$ cat src/rtl/host_cmd_pkg.sv
// Shared constants and types for the host command master: frame opcodes, command
// encodings, frame lengths and the sequencer state enum.
package host_cmd_pkg;

  localparam logic [7:0] OpWrite  = 8'hAA;
  localparam logic [7:0] OpRead   = 8'hBB;
  localparam logic [7:0] OpAluOp  = 8'hCC;
  localparam logic [7:0] OpAluNop = 8'hDD;

  typedef enum logic [1:0] {
    CmdWrite  = 2'd0,
    CmdRead   = 2'd1,
    CmdAluOp  = 2'd2,
    CmdAluNop = 2'd3
  } cmd_type_e;

  localparam int unsigned LenWrite  = 3;
  localparam int unsigned LenRead   = 2;
  localparam int unsigned LenAluOp  = 4;
  localparam int unsigned LenAluNop = 2;

  typedef enum logic [2:0] {
    StIdle,
    StSend,
    StWaitHi,
    StWaitLo,
    StResp,
    StDone
  } state_e;

  // Index of the final byte of a frame for the given command.
  function automatic logic [1:0] frame_last(input cmd_type_e t);
    logic [1:0] last;
    unique case (t)
      CmdWrite:  last = 2'(LenWrite - 1);
      CmdRead:   last = 2'(LenRead - 1);
      CmdAluOp:  last = 2'(LenAluOp - 1);
      default:   last = 2'(LenAluNop - 1);
    endcase
    return last;
  endfunction

endpackage

$ cat src/rtl/rsp_timer.sv
// Response timeout counter: counts enabled cycles, saturates, and flags when the
// count equals a nonzero limit.
module rsp_timer #(
  parameter int unsigned TMO_WD = 16
) (
  input  logic              clk,
  input  logic              rst,
  input  logic              clear,
  input  logic              en,
  input  logic [TMO_WD-1:0] limit,
  output logic              hit
);

  logic [TMO_WD-1:0] count_q;

  always_ff @(posedge clk) begin
    if (rst || clear) begin
      count_q <= '0;
    end else if (en && (count_q != '1)) begin
      count_q <= count_q + 1'b1;
    end
  end

  assign hit = (limit != '0) && (count_q == limit);

endmodule

$ cat src/rtl/host_cmd_master.sv
// Serialises host commands into UART byte frames and gathers the reply bytes.
// Define HOST_CMD_TIMEOUT_EN to enable the response timeout (rsp_timer).
module host_cmd_master
  import host_cmd_pkg::*;
#(
  parameter int unsigned DATA_WIDTH = 8,
  parameter int unsigned TMO_WD     = 16
) (
  input  logic                    clk,
  input  logic                    RST,
  input  logic                    cmd_valid,
  output logic                    cmd_ready,
  input  logic [1:0]              cmd_type,
  input  logic [3:0]              cmd_addr,
  input  logic [DATA_WIDTH-1:0]   cmd_data,
  input  logic [DATA_WIDTH-1:0]   cmd_op_a,
  input  logic [DATA_WIDTH-1:0]   cmd_op_b,
  input  logic [3:0]              cmd_fun,
  output logic [DATA_WIDTH-1:0]   tx_data,
  output logic                    tx_valid,
  input  logic                    tx_busy,
  input  logic [DATA_WIDTH-1:0]   rx_data,
  input  logic                    rx_valid,
  output logic [2*DATA_WIDTH-1:0] rsp_data,
  output logic                    rsp_valid,
  output logic                    rsp_timeout,
  output logic                    busy,
  input  logic [TMO_WD-1:0]       timeout_limit
);

  state_e                  state_q, state_d;
  cmd_type_e               type_q;
  logic [3:0]              addr_q, fun_q;
  logic [DATA_WIDTH-1:0]   data_q, op_a_q, op_b_q;
  logic [1:0]              idx_q, idx_d;
  logic                    rx_hi_q, rx_hi_d;
  logic [2*DATA_WIDTH-1:0] rsp_data_q, rsp_data_d;
  logic [DATA_WIDTH-1:0]   cur_byte;
  logic                    accept, last_byte, tmo_hit;

  assign cmd_ready = (state_q == StIdle);
  assign busy      = ~cmd_ready;
  assign accept    = cmd_valid && cmd_ready;
  assign last_byte = (idx_q == frame_last(type_q));
  assign rsp_data  = rsp_data_q;
  assign tx_data   = tx_valid ? cur_byte : '0;

  always_comb begin
    cur_byte = '0;
    unique case (type_q)
      CmdWrite: begin
        unique case (idx_q)
          2'd0:    cur_byte = DATA_WIDTH'(OpWrite);
          2'd1:    cur_byte = DATA_WIDTH'(addr_q);
          default: cur_byte = data_q;
        endcase
      end
      CmdRead:  cur_byte = (idx_q == 2'd0) ? DATA_WIDTH'(OpRead) : DATA_WIDTH'(addr_q);
      CmdAluOp: begin
        unique case (idx_q)
          2'd0:    cur_byte = DATA_WIDTH'(OpAluOp);
          2'd1:    cur_byte = op_a_q;
          2'd2:    cur_byte = op_b_q;
          default: cur_byte = DATA_WIDTH'(fun_q);
        endcase
      end
      default:  cur_byte = (idx_q == 2'd0) ? DATA_WIDTH'(OpAluNop) : DATA_WIDTH'(fun_q);
    endcase
  end

`ifdef HOST_CMD_TIMEOUT_EN
  rsp_timer #(
    .TMO_WD(TMO_WD)
  ) u_rsp_timer (
    .clk  (clk),
    .rst  (RST),
    .clear((state_q != StResp) || rx_valid),
    .en   (state_q == StResp),
    .limit(timeout_limit),
    .hit  (tmo_hit)
  );
`else
  logic unused_timeout_limit;
  assign unused_timeout_limit = ^timeout_limit;
  assign tmo_hit = 1'b0;
`endif

  always_comb begin
    state_d     = state_q;
    idx_d       = idx_q;
    rx_hi_d     = rx_hi_q;
    rsp_data_d  = rsp_data_q;
    tx_valid    = 1'b0;
    rsp_valid   = 1'b0;
    rsp_timeout = 1'b0;
    unique case (state_q)
      StIdle: begin
        if (cmd_valid) begin
          state_d    = StSend;
          idx_d      = 2'd0;
          rx_hi_d    = 1'b0;
          rsp_data_d = '0;
        end
      end
      StSend: begin
        if (!tx_busy) begin
          tx_valid = 1'b1;
          state_d  = StWaitHi;
        end
      end
      StWaitHi: begin
        if (tx_busy) state_d = StWaitLo;
      end
      StWaitLo: begin
        if (!tx_busy) begin
          if (last_byte) begin
            state_d = (type_q == CmdWrite) ? StDone : StResp;
          end else begin
            idx_d   = idx_q + 2'd1;
            state_d = StSend;
          end
        end
      end
      StResp: begin
        // A reply byte on the timeout cycle takes priority over the timeout.
        if (rx_valid) begin
          if (rx_hi_q) rsp_data_d[DATA_WIDTH +: DATA_WIDTH] = rx_data;
          else         rsp_data_d[DATA_WIDTH-1:0]           = rx_data;
          rx_hi_d = 1'b1;
          if ((type_q == CmdRead) || rx_hi_q) state_d = StDone;
        end else if (tmo_hit) begin
          rsp_timeout = 1'b1;
          state_d     = StIdle;
        end
      end
      StDone: begin
        rsp_valid = 1'b1;
        state_d   = StIdle;
      end
      default: state_d = StIdle;
    endcase
  end

  always_ff @(posedge clk) begin
    if (RST) begin
      state_q    <= StIdle;
      type_q     <= CmdWrite;
      addr_q     <= '0;
      fun_q      <= '0;
      data_q     <= '0;
      op_a_q     <= '0;
      op_b_q     <= '0;
      idx_q      <= '0;
      rx_hi_q    <= 1'b0;
      rsp_data_q <= '0;
    end else begin
      state_q    <= state_d;
      idx_q      <= idx_d;
      rx_hi_q    <= rx_hi_d;
      rsp_data_q <= rsp_data_d;
      if (accept) begin
        type_q <= cmd_type_e'(cmd_type);
        addr_q <= cmd_addr;
        fun_q  <= cmd_fun;
        data_q <= cmd_data;
        op_a_q <= cmd_op_a;
        op_b_q <= cmd_op_b;
      end
    end
  end

endmodule

$ cat config.mk
export PLATFORM = sky130hd
export DESIGN_NAME = host_cmd_master
export DESIGN_NICKNAME = d
export VERILOG_FILES = /design/src/rtl/host_cmd_pkg.sv /design/src/rtl/rsp_timer.sv /design/src/rtl/host_cmd_master.sv
export SDC_FILE = /design/constraint.sdc
export NUM_CORES = 1
export LEC_CHECK = 0
export CORE_MARGIN = 3
export CORE_UTILIZATION = 47
export CTS_BUF_LIST = sky130_fd_sc_hd__clkbuf_8
export CTS_CLUSTER_SIZE = 14
export DETAILED_ROUTE_END_ITERATION = 7
export GPL_ROUTABILITY_DRIVEN = 0
export HOLD_SLACK_MARGIN = 0.05
export PLACE_DENSITY = 0.8
export SLEW_MARGIN = 25
export SYNTH_ARGS = -nofsm -noshare
export SYNTH_HDL_FRONTEND = slang
export SYNTH_SLANG_ARGS = --single-unit
$ cat constraint.sdc
create_clock -name clk -period 2.6 [get_ports clk]
set_clock_uncertainty 0.2 [all_clocks]
set_input_delay 0.52 -clock clk [delete_from_list [all_inputs] [get_ports clk]]
set_output_delay 0.52 -clock clk [all_outputs]
set_load 0.005 [all_outputs]
# After elaboration in Yosys (flattened, before gate mapping)
# Index checks and enable logic that the tools add are counted.
dict set report word_totals {
  regBits 56
  latch_bits 0
  ramBits 0
  romBits 0
  input_bits 63
  mem_count 0
}
dict set report op_classes {
  addsub 1
  mul 0
  n_div 0
  order_cmp 0
  n_eq_ne 19
  shift 0
  muxes 31
  n_bitwise 1
  n_reduce_logical 12
}
# operator count
set ops {}
lappend ops {{8-bit one-hot mux with 3 select lines} 2}
lappend ops {{8-bit two-way mux} 5}
lappend ops {{16-bit two-way mux} 2}
lappend ops {{16-bit one-hot mux with 2 select lines} 1}
lappend ops {{3-bit two-way mux} 7}
lappend ops {{2-bit inequality test (second input constant)} 9}
lappend ops {{8-bit one-hot mux with 2 select lines} 1}
lappend ops {{3-bit one-hot mux with 5 select lines} 1}
lappend ops {{4-bit AND reduction} 3}
lappend ops {{2-bit one-hot mux with 2 select lines} 2}
lappend ops {{3-bit by 2-bit equality test with 1-bit output (second input constant)} 2}
lappend ops {{3-bit equality test (second input constant)} 2}
lappend ops {{1-bit two-way mux} 6}
lappend ops {{2-bit two-way mux} 3}
lappend ops {{6-bit AND reduction} 1}
lappend ops {{2-bit by 1-bit equality test with 1-bit output (second input constant)} 2}
lappend ops {{2-bit equality test (second input constant)} 2}
lappend ops {{2-bit zero test} 2}
lappend ops {{2-bit nonzero test} 2}
lappend ops {{3-bit by 1-bit equality test with 1-bit output (second input constant)} 1}
lappend ops {{3-bit zero test} 1}
lappend ops {{3-bit AND reduction} 1}
lappend ops {{2-bit by 1-bit adder with 2-bit output (second input constant)} 1}
lappend ops {{2-bit equality test} 1}
lappend ops {{other kinds (4)} 4}

# Longest topological paths before layout
dict set report logic_depth {
  ltp_word 6
  depth_mapped 7
  ltp_nobuf 6
}

# Worst setup path before layout
# Ideal clock, no wire load.
dict set report synth_path {
  kind {register to output}
  start {register idx_q[1]}
  end {output port tx_data[0]}
  arrival_time_ns 1.666
  required_time_ns 1.880
  setup_slack_ns 0.214
  path_stages_with_launch 7
  path_buffers 0
  cell_sequence {dfxtp_1 > inv_1 > ha_1 > or2_2 > nor2_1 > a21oi_1 > a2111oi_0}
}
dict set report synth_between {
  elab_chain_len 4
  elab_cells_between_ends 9
  classes_between {2 x eq/ne; 6 x mux; 1 x reduce/logical}
}
# element line
set synth_rtl {}
lappend synth_rtl {{start, declared} host_cmd_master.sv:35} ;# logic [1:0] idx_q, idx_d;
lappend synth_rtl {{start signal, assigned} host_cmd_master.sv:158} ;# idx_q <= idx_d;
lappend synth_rtl {{2-bit equality test, or another cell as far along} host_cmd_master.sv:60} ;# unique case (idx_q)
lappend synth_rtl {{8-bit one-hot mux with 3 select lines, or another cell as far along} host_cmd_master.sv:60}
lappend synth_rtl {{8-bit one-hot mux with 3 select lines *} host_cmd_master.sv:50} ;# unique case (type_q)
lappend synth_rtl {{8-bit two-way mux *} host_cmd_master.sv:46} ;# assign tx_data = tx_valid ? cur_byte : '0;
lappend synth_rtl {{end, declared} host_cmd_master.sv:19} ;# output logic [DATA_WIDTH-1:0] tx_data,
# Every way passes the cells marked *; elsewhere a longest branch is shown, timed or not.

# Worst setup path in the final report
# Same ends and word-level chain as after synthesis.

==> impl_metrics.tcl <==
set metrics [dict create \
    internal_power_mw 1.467 \
    synth_edf_count 0 \
    initial_utilization_pct 48.98 \
    core_area_mm2 0.005574 \
    cp.arrival_ps 1970 \
    startpoint_type "register" \
    violations "setup timing" \
    yosys-top-cells-area "dfxtp_1, nand2_1, a21oi_1" \
    clkSlewWorstSetupHoldPaths_ps 90 \
    syn_nets 411 \
    postCtsHoldBufs 0 \
    synth_seq_area_share_pct 41.06 \
    ff2ff_path_depth 6 \
    grt_usage_pct 23.46 \
    synthCells 344 \
    hold_depth 2 \
    p_per_area_mw_per_mm2 555.1 \
    crit_path_max_fanout 2 \
    nets 500 \
    synthDistinctLibCells 48 \
    cp_num_buf_inv 2 \
    numClockSinks 56 \
    rrSetupSlack_ps 570 \
    dpl.hpwl_mm 5.120 \
    fin_crit_sh_pct 103.7 \
    die_h_um 82.22 \
    routedWlPerCell_um 14.90 \
    crit_slowest_cell "a2111oi_2" \
    r2r_start "state_q[0]" \
    final_max_slew_viol_count 0 \
    post-route-util_pct 70.19 \
    dieArea_mm2 0.006759 \
    combPwrFrac_pct 32.3 \
    dr_total_vias 2761 \
    yosys_warnings 0 \
    clock_latency_ps 320 \
    clockBufferDepth 2 \
    cpLargestDelayFamily "compound AO/OA/AOI/OAI gates" \
    detailedRoute.firstPassIterationCount 5 \
    multi_input_area_mm2 0.001569 \
    seqPwrFrac_pct 45.3 \
    power_mw 2.172 \
    hp-class "register to register" \
    yosysTopAreaCellShare_pct 41.06 \
    fin_ws_ps -94.90 \
    antenna_found_initial 0 \
    path_depth 7 \
    io_pins 92 \
    layout_commonest_cell "nand2_1" \
    ir_worst_vdd_mv 0.2810 \
    grt_max_degree 40 \
    port_buffers 74 \
    fmax_ghz 0.3711 \
    grt_pass1_wl_mm 12.39 \
    ant_nets 0 \
    slew_headroom_pct 64.11 \
    viasPerCell 5.457 \
    htreeDepth 2 \
    cts_inserted_buffers 5 \
    regArea_mm2 0.001127 \
    ys_ff_latch 56 \
    criticalPathCategory "register to output port" \
    mostFrequentLayoutCells "nand2_1, clkdlybuf4s50_1, dfxtp_1" \
    final-hold-violation-count 0 \
    final-setup-viol-count 3 \
    critPathRequiredTime_ps 1880 \
    grt_remaining_overflow 0 \
    nFillCells 449 \
    worst_pin_slew_ps 533.4 \
    synth_area_leader_cell "dfxtp_1" \
    first_global_vias 2689 \
    rows 27 \
    cts-root-buf "clkbuf_8" \
    worst_setup_path_startpoint "idx_q[1]" \
    swShare_pct 32.47 \
    grt_setup_unrepaired "true" \
    power.leakage_nw 1.526 \
    route.final.wire_length_mm 7.539 \
    synth-async-reset-ratio_pct 0 \
    avgSynthCellArea_um2 7.936 \
    setup_tns_ps -190.2 \
    maxCapViolCount 0 \
    drive_above_1_share_pct 18.89 \
    crit_end "tx_data[0]" \
    drc 0 \
    synthFlopType "dfxtp_1" \
    outcome "finished, violations left" \
    die_w_um 82.22 \
    cpPeakStageDelay_ps 380 \
    drt_iter0_markers 203 \
    r2r_end "rsp_data[5]" \
    n_antenna_cell 0 \
    clockPowerShare_pct 22.4 \
    finalCriticalPeriod_ps 2695 \
    p_sw_uw 705.2 \
    crit_chain "inv_2, ha_4, or2_4, nor2_2, a21oi_2, a2111oi_2, clkdlybuf4s15_2" \
    syn-cell-area_mm2 0.002730 \
    endpoint_kind "output port" \
    syn_to_final_growth_pct 43.31 \
    cts_tree "yes" \
]
==> routing by layer <==
layer / vias up / wire (µm) / track usage (%) / share of wire [%]
met4: 0 / 120 / 7.475 / 1.6
met5: - / 0 / 0 / 0
met2: 99 / 3853 / 41.19 / 51
li1: 1359 / - / - / -
met1: 1288 / 3119 / 28.98 / 41
met3: 15 / 445 / 4.013 / 5.9
==> metrics by stage <==
| step | area [µm²] | cells | hold slack (ps) | worst slack, ps |
|---|---|---|---|---|
| final | 3913 | 506 | 262.8 | -94.90 |
| after detailed placement | 3685 | 494 | 248.6 | -433.8 |
| after floorplan | 2730 | 344 | 231.6 | 214.4 |
| after CTS | 3915 | 506 | 263.2 | -85.81 |
| after global routing | 3913 | 506 | 292.0 | -165.7 |
| after global placement | 3685 | 494 | 239.9 | -452.3 |
==> worst register-to-register path: cells and delay by family, from the launching register on <==
family                 cells  cell delay [ps]
AO/OA/AOI/OAI              1              200
AND/OR/NAND/NOR            2              620
buffers and inverters      2              370
multiplexers               1              190
flip-flops                 1              330
==> synthesized netlist by cell type (3+ instances only) <==
cell type	count
dfxtp_1	56
buf_2	9
nand2b_1	3
clkbuf_1	18
nand2_1	74
o21ai_0	7
nand3_1	6
mux2i_1	18
inv_1	6
or3_1	3
nor2_1	23
nor2b_1	7
nor3_1	7
ha_1	4
a21oi_1	46
a221o_1	6
a22o_1	3
and2_1	9
a31oi_1	4
==> cells by family after synthesis <==
| family | Yosys count | share of synthesized area [%] |
|---|---|---|
| flip-flops | 56 | 41.06 |
| XOR/XNOR | 2 | 0.6417 |
| buffers and inverters | 36 | 5.774 |
| AND/OR/NAND/NOR | 142 | 23.79 |
| adder cells (fa/ha/maj) | 4 | 1.833 |
| multiplexers | 20 | 7.424 |
| other | 1 | 0.1374 |
| AO/OA/AOI/OAI | 83 | 19.34 |
==> cell type report <==
class | count | area share [%]
clock buffer | 5 | 1.759
tap | 72 | 2.303
clock inverter | 3 | 0.5756
sequential | 56 | 28.81
multi-input combinational | 252 | 40.10
inverter | 7 | 0.7675
timing repair buffer | 111 | 25.68
==> flip-flops by register name, summed over array words and instances, names as in the netlist <==
signal and count:
op_a_q 8, addr_q 4, op_b_q 8, rx_hi_q 1, state_q 3, data_q 8
idx_q 2, type_q 2, fun_q 4, rsp_data 16
==> repair_timing <==
action / 4_1_cts / 5_1_grt
buffers inserted: 5 / 0
endpoints found under the setup margin: 9 / 8
pin swaps: 10 / 9
resized for setup: 52 / 14
==> power by group through the flow <==
stage / clock network, mW / logic (mW) / registers, mW
2_1_floorplan: 0 / 0.396 / 0.982
3_3_place_gp: 0 / 0.647 / 0.992
3_5_place_dp: 0 / 0.656 / 0.996
4_1_cts: 0.499 / 0.693 / 0.979
5_1_grt: 0.534 / 0.771 / 0.991
6_report: 0.487 / 0.702 / 0.984
==> worst min-delay path by stage <==
stage | start | to | slack, ps
floorplan | data_q[1] | data_q[1] | 230
global placement | data_q[1] | data_q[1] | 240
detailed placement | op_a_q[4] | op_a_q[4] | 250
CTS | op_a_q[4] | op_a_q[4] | 260
global route | op_b_q[0] | op_b_q[0] | 290
finish | data_q[7] | data_q[7] | 260
Note: power is estimated with default switching activity, not from simulation.
